File: config.mk
export PLATFORM = sky130hd
export DESIGN_NAME = pc_fetch_stage
export DESIGN_NICKNAME = d
export VERILOG_FILES = /design/src/rtl/pc_fetch_stage.sv
export SDC_FILE = /design/constraint.sdc
export NUM_CORES = 1
export LEC_CHECK = 0
export ABC_CLOCK_PERIOD_IN_PS = 3500
export CAP_MARGIN = 20
export CELL_PAD_IN_SITES_DETAIL_PLACEMENT = 1
export CELL_PAD_IN_SITES_GLOBAL_PLACEMENT = 1
export CORE_ASPECT_RATIO = 0.8
export CORE_UTILIZATION = 33
export CTS_CLUSTER_DIAMETER = 40
export CTS_CLUSTER_SIZE = 40
export DETAILED_ROUTE_END_ITERATION = 8
export HOLD_SLACK_MARGIN = 0.05
export PLACE_DENSITY = 0.8
export SETUP_SLACK_MARGIN = 0.15
export SLEW_MARGIN = 20
export SYNTH_ARGS = -nofsm -noshare
export SYNTH_HDL_FRONTEND = slang
export SYNTH_SLANG_ARGS = --single-unit
File: constraint.sdc
create_clock -name clk -period 3.5 [get_ports clk]
set_input_delay 1.05 -clock clk [delete_from_list [all_inputs] [get_ports clk]]
set_output_delay 1.05 -clock clk [all_outputs]
set_load 0.01 [all_outputs]
File: src/rtl/pc_fetch_stage.sv
// Instruction fetch stage: PC register, IF/ID pipeline register and a RUN/SHADOW
// FSM that accepts one EX-stage branch redirect, then ignores the flushed slot behind it.
module pc_fetch_stage #(
    parameter logic [63:0] RESET_PC  = 64'h0000_0000_0000_0000,
    parameter logic [31:0] NOP_INSTR = 32'h0000_0013
) (
    input  logic        clk,
    input  logic        reset,
    input  logic        stall,
    input  logic        branch_en,
    input  logic        addermuxselect,
    input  logic [63:0] branch_target,
    input  logic [31:0] imem_instr,
    output logic [63:0] pc_out,
    output logic [63:0] if_id_pc,
    output logic [31:0] if_id_instr,
    output logic        if_id_valid,
    output logic        flush,
    output logic        misalign_err,
    output logic [31:0] taken_count,
    output logic        o_state_dbg
);

    typedef enum logic {
        ST_RUN    = 1'b0,
        ST_SHADOW = 1'b1
    } state_t;

    state_t      r_state;
    state_t      w_state_next;
    logic        w_redirect;
    logic [63:0] r_pc;
    logic [63:0] r_if_id_pc;
    logic [31:0] r_if_id_instr;
    logic        r_if_id_valid;
    logic        r_misalign_err;
    logic [31:0] r_taken_count;
    logic [31:0] w_taken_next;

    always_ff @(posedge clk) begin
        if (!reset) begin
            r_state <= ST_RUN;
        end else begin
            r_state <= w_state_next;
        end
    end

    always_comb begin
        w_state_next = r_state;
        case (r_state)
            ST_RUN:    if (w_redirect) w_state_next = ST_SHADOW;
            ST_SHADOW: w_state_next = ST_RUN;
            default:   w_state_next = ST_RUN;
        endcase
    end

    // Redirect is gated by reset so flush stays low while reset is asserted.
    always_comb begin
        w_redirect = 1'b0;
        if (reset && (r_state == ST_RUN) && branch_en && addermuxselect) begin
            w_redirect = 1'b1;
        end
    end

    always_comb begin
        w_taken_next = r_taken_count;
        if (w_redirect && (r_taken_count != 32'hFFFF_FFFF)) begin
            w_taken_next = r_taken_count + 32'd1;
        end
    end

    always_ff @(posedge clk) begin
        if (!reset) begin
            r_pc           <= RESET_PC;
            r_if_id_pc     <= 64'd0;
            r_if_id_instr  <= NOP_INSTR;
            r_if_id_valid  <= 1'b0;
            r_misalign_err <= 1'b0;
            r_taken_count  <= 32'd0;
        end else begin
            r_taken_count <= w_taken_next;
            if (w_redirect) begin
                r_pc          <= {branch_target[63:2], 2'b00};
                r_if_id_pc    <= 64'd0;
                r_if_id_instr <= NOP_INSTR;
                r_if_id_valid <= 1'b0;
                if (branch_target[1:0] != 2'b00) begin
                    r_misalign_err <= 1'b1;
                end
            end else if (!stall) begin
                r_pc          <= r_pc + 64'd4;
                r_if_id_pc    <= r_pc;
                r_if_id_instr <= imem_instr;
                r_if_id_valid <= 1'b1;
            end
        end
    end

    assign pc_out       = r_pc;
    assign if_id_pc     = r_if_id_pc;
    assign if_id_instr  = r_if_id_instr;
    assign if_id_valid  = r_if_id_valid;
    assign flush        = w_redirect;
    assign misalign_err = r_misalign_err;
    assign taken_count  = r_taken_count;
    assign o_state_dbg  = r_state;

endmodule

==> flow_summary.rst <==
.. list-table::
   :header-rows: 1

   * - Metric
     - Value
   * - Worst setup path start
     - addermuxselect
   * - Count of yosys warnings during synthesis
     - 0
   * - CP Cell Sequence
     - clkdlybuf4s50_1 -> nand4b_1 -> inv_1 -> dlygate4sd2_1
   * - Ratio of cells with drive above 1 in the final layout
     - 0.0537
   * - 1st-pass router iterations
     - 4
   * - Net switching share of the total power
     - 0.257
   * - Die height
     - 147 um
   * - Detailed router's first-iteration violation count
     - 486
   * - Combinational cell fraction of total power
     - 0.127
   * - Via/cell ratio
     - 5.33
   * - H-tree depth
     - 4
   * - Critical path capture point type
     - output pin
   * - Die X-Extent
     - 183 um
   * - Clock tree skew after final layout
     - 0.0139 ns
   * - Relative contribution of the clock network to total power
     - 0.400
   * - Count of nets after finishing
     - 1374
   * - Leakage power summed over all cells
     - 4.42 nW
   * - Total Routed Length
     - 32.0 mm
   * - R2R Setup Slk
     - 0.68 ns
   * - Setup repair after global routing missed its margin
     - no
   * - Fraction of registers with async set or reset after synthesis
     - 0
   * - Startpoint class of the critical path
     - input port
   * - Setup slack after placement
     - 0.134 ns
   * - Most frequent cells after synthesis
     - dfxtp_1 (191), nor2_1 (128), mux2i_1 (99)
   * - Post-synthesis share of cell area spent on and, or, nand and nor gates
     - 0.241
   * - Remaining DRCs
     - 0
   * - Core Rows
     - 52
   * - Post-synthesis share of cell area spent on full adders, half adders and majority gates
     - 0.00288
   * - Effective utilization at floorplan
     - 0.339
   * - Gate Count Post-Synth
     - 989
   * - Placed Instances
     - 1603
   * - Complex-gate fraction of the synthesized area
     - 0.126
   * - Startpoint-to-endpoint class of the critical path
     - in -> out
   * - Dominant cell by count in the synthesized netlist
     - dfxtp_1
   * - Sequential fraction of design power
     - 0.473
   * - Hold wc startpoint
     - if_id_valid
   * - CP max FO
     - 2
   * - Overall routing resource usage
     - 0.238
   * - Number of flops mapped to enable cells by yosys
     - 0
   * - Antenna violation net count after detailed routing
     - 0
   * - Slowest stage delay, CP
     - 0.47 ns
   * - Layout Utilization
     - 0.494
   * - TritonCTS clock tree
     - done
   * - Type of the most critical hold path
     - reg -> reg
   * - Final hold vios
     - 0
   * - Pin count of the biggest net entering global routing
     - 88
   * - Final total power
     - 5.01 mW
   * - Slowest-stage cell, CP
     - clkdlybuf4s50_1
   * - Family with the most delay on the worst path
     - buffers and inverters
   * - Final estimated routing congestion in global placement
     - 0.849
   * - Least-Margin Pin Slew
     - 0.833 ns
   * - Top FF cell, synth
     - dfxtp_1
   * - Port-buffer cells
     - 292
   * - Result of the run
     - completed
   * - Routed met2 length
     - 14.4 mm
   * - Post-route minimum period
     - 3.08 ns
   * - Clock network latency to the later pin of the worst-skew pair
     - 0.44 ns
   * - Clock buffer count from CTS
     - 17
   * - Data arrival time of the critical path
     - 2.03 ns
   * - CTS hold repair buffers
     - 0
   * - Area of the core
     - 25600 um2
   * - Max-slew violations
     - 0
   * - Average wire per cell in the routed design
     - 19.6 um
   * - Met3 wire length
     - 2.40 mm
   * - Layout Cells excl Fill
     - 1637
   * - Worst path setup slack after routing
     - 0.416 ns
   * - Buffer depth of the longest clock path
     - 2
   * - Pint
     - 3.73 mW
   * - Post-synthesis sequential area ratio
     - 0.441
   * - Worst VDD drop
     - 313 uV
   * - Top Layer Used
     - met4
   * - Proportion of netlist area held by the largest area contributor
     - 0.441
   * - Post-route fraction of the period consumed by the critical path
     - 0.881
   * - Xor-xnor portion of the synthesized cell area
     - 0.0383
   * - Initial antenna violation count
     - 2
   * - NetSw
     - 1.29 mW
   * - I/O pin count
     - 297
   * - Setup tns final
     - 0 ns
   * - Congestion Overflow GR
     - 0
   * - Data required time of the worst path
     - 2.45 ns
   * - Yosys reg bits
     - 191
   * - Number of global-route vias before repair
     - 8964
   * - Remaining max-slew budget at the tightest pin
     - 0.444
   * - Largest family of logic cells by synthesized area
     - simple AND/OR/NAND/NOR gates
   * - Detailed Place HPWL
     - 23.3 mm
   * - FMAX
     - 324 MHz
   * - Global-route wire length before repair
     - 50.2 mm
   * - Top post-synthesis cells by area
     - dfxtp_1 (44%), mux2i_1 (11%), nor2_1 (5.5%)
   * - Share of synthesized area spent on multiplexers
     - 0.114
   * - Area of the die
     - 27000 um2
   * - Total standard cell area after synthesis
     - 8680 um2
   * - Root Buffer
     - clkbuf_16
   * - CTS clk-pin slew, worst paths
     - 0.07 ns
   * - Count of vias placed by the detailed router
     - 8733
   * - Dominant cell type by area after synthesis
     - dfxtp_1
   * - Worst Path Buf+Inv
     - 3
   * - Avg Synthesized Cell Area
     - 8.78 um2
   * - Number of distinct library cells after synthesis
     - 50
   * - Number of clock sinks
     - 191
   * - Area growth syn-to-layout
     - 45.5%
   * - Power Dens Cells
     - 397 nW/um2
   * - Reg2reg start
     - pc_out[4]
   * - Number of max-capacitance violations reported
     - 0
   * - Metal1 wirelength
     - 14.9 mm
   * - Number of setup violations in the final report
     - 0
-- metrics by stage --
step | cell area, um2 | hold WS, ns
after floorplan | 8690 | 0.470
after global placement | 12000 | 0.436
after detailed placement | 12000 | 0.445
after CTS | 12600 | 0.458
after global routing | 12600 | 0.507
final | 12600 | 0.453
-- worst register-to-register path, stage by stage, from the launching register on --
cell,delay (ns)
dfxtp_1,0.53
nand4_4,0.23
or4_4,0.63
or4_1,0.73
or4_1,0.47
a31oi_1,0.16
-- flip-flops by register name (all words and copies together) (netlist names) --
signal        count
if_id_instr      32
misalign_err      1
o_state_dbg       1
if_id_pc         62
taken_count      32
pc_out           62
if_id_valid       1
-- cells by family (layout without fill, tap and decap cells) --
group | after synthesis | after routing
xor gates and xnor gates | 38 | 38
adders and majority gates | 2 | 2
muxes | 99 | 99
buffers and inverters | 78 | 370
other | 1 | 6
DFF | 191 | 191
and+or+nand+nor | 399 | 399
AOI/OAI and AO/OA | 181 | 181
-- path summary, 6_finish.rpt --
kind,endpoint,cells after the start
worst max-delay path,flush,4
worst min-delay path,if_id_valid,2
worst max register to register,pc_out[55],5
worst min register to register,if_id_valid,2
-- metal layers --
layer	global-route usage	up-vias
met5	0	-
met4	0.0629	0
met2	0.379	266
met1	0.309	4257
li1	-	4191
met3	0.0778	19
-- cell type report --
cell class,instances,area (um2)
Antenna cell,2,5.00
Clock buffer,24,482
Clock inverter,8,106
Fill cell,2922,12900
Inverter,17,63.8
Multi-Input combinational cell,723,4580
Sequential cell,191,3820
Tap cell,351,439
Timing Repair Buffer,321,3140
-- power groups by stage --
stage	Sequential (mW)	Clock, mW	Combinational, mW
2_1_floorplan	2.42	0	0.236
4_1_cts	2.37	2.07	0.645
3_5_place_dp	2.42	0	0.640
5_1_grt	2.38	2.14	0.687
3_3_place_gp	2.41	0	0.627
6_report	2.37	2.01	0.637
-- cell usage in the layout, fill, tap and decap left out, drive strengths merged, types with 3 or more instances in the layout --
cell	instances
nor2	128
nor3	22
nand2b	4
o31a	3
and4	17
nor3b	5
o21ai	59
o211ai	4
clkbuf	24
nor4	20
o31ai	23
mux2i	99
nand4	39
nand2	51
or3	24
and3	7
conb	4
or4	25
a311oi	3
and2	7
a31oi	16
a21oi	45
nand3	40
a211oi	18
xnor2	18
xor2	20
dfxtp	191
clkdlybuf4s50	289
inv	17
clkinvlp	5
buf	31
-- what timing repair did --
item,4_1_cts,5_1_grt
resized for setup,1,0
buffers inserted,0,0
setup endpoints to repair,1,0
hold endpoints to repair,0,0
(Power assumes the default switching activity.)
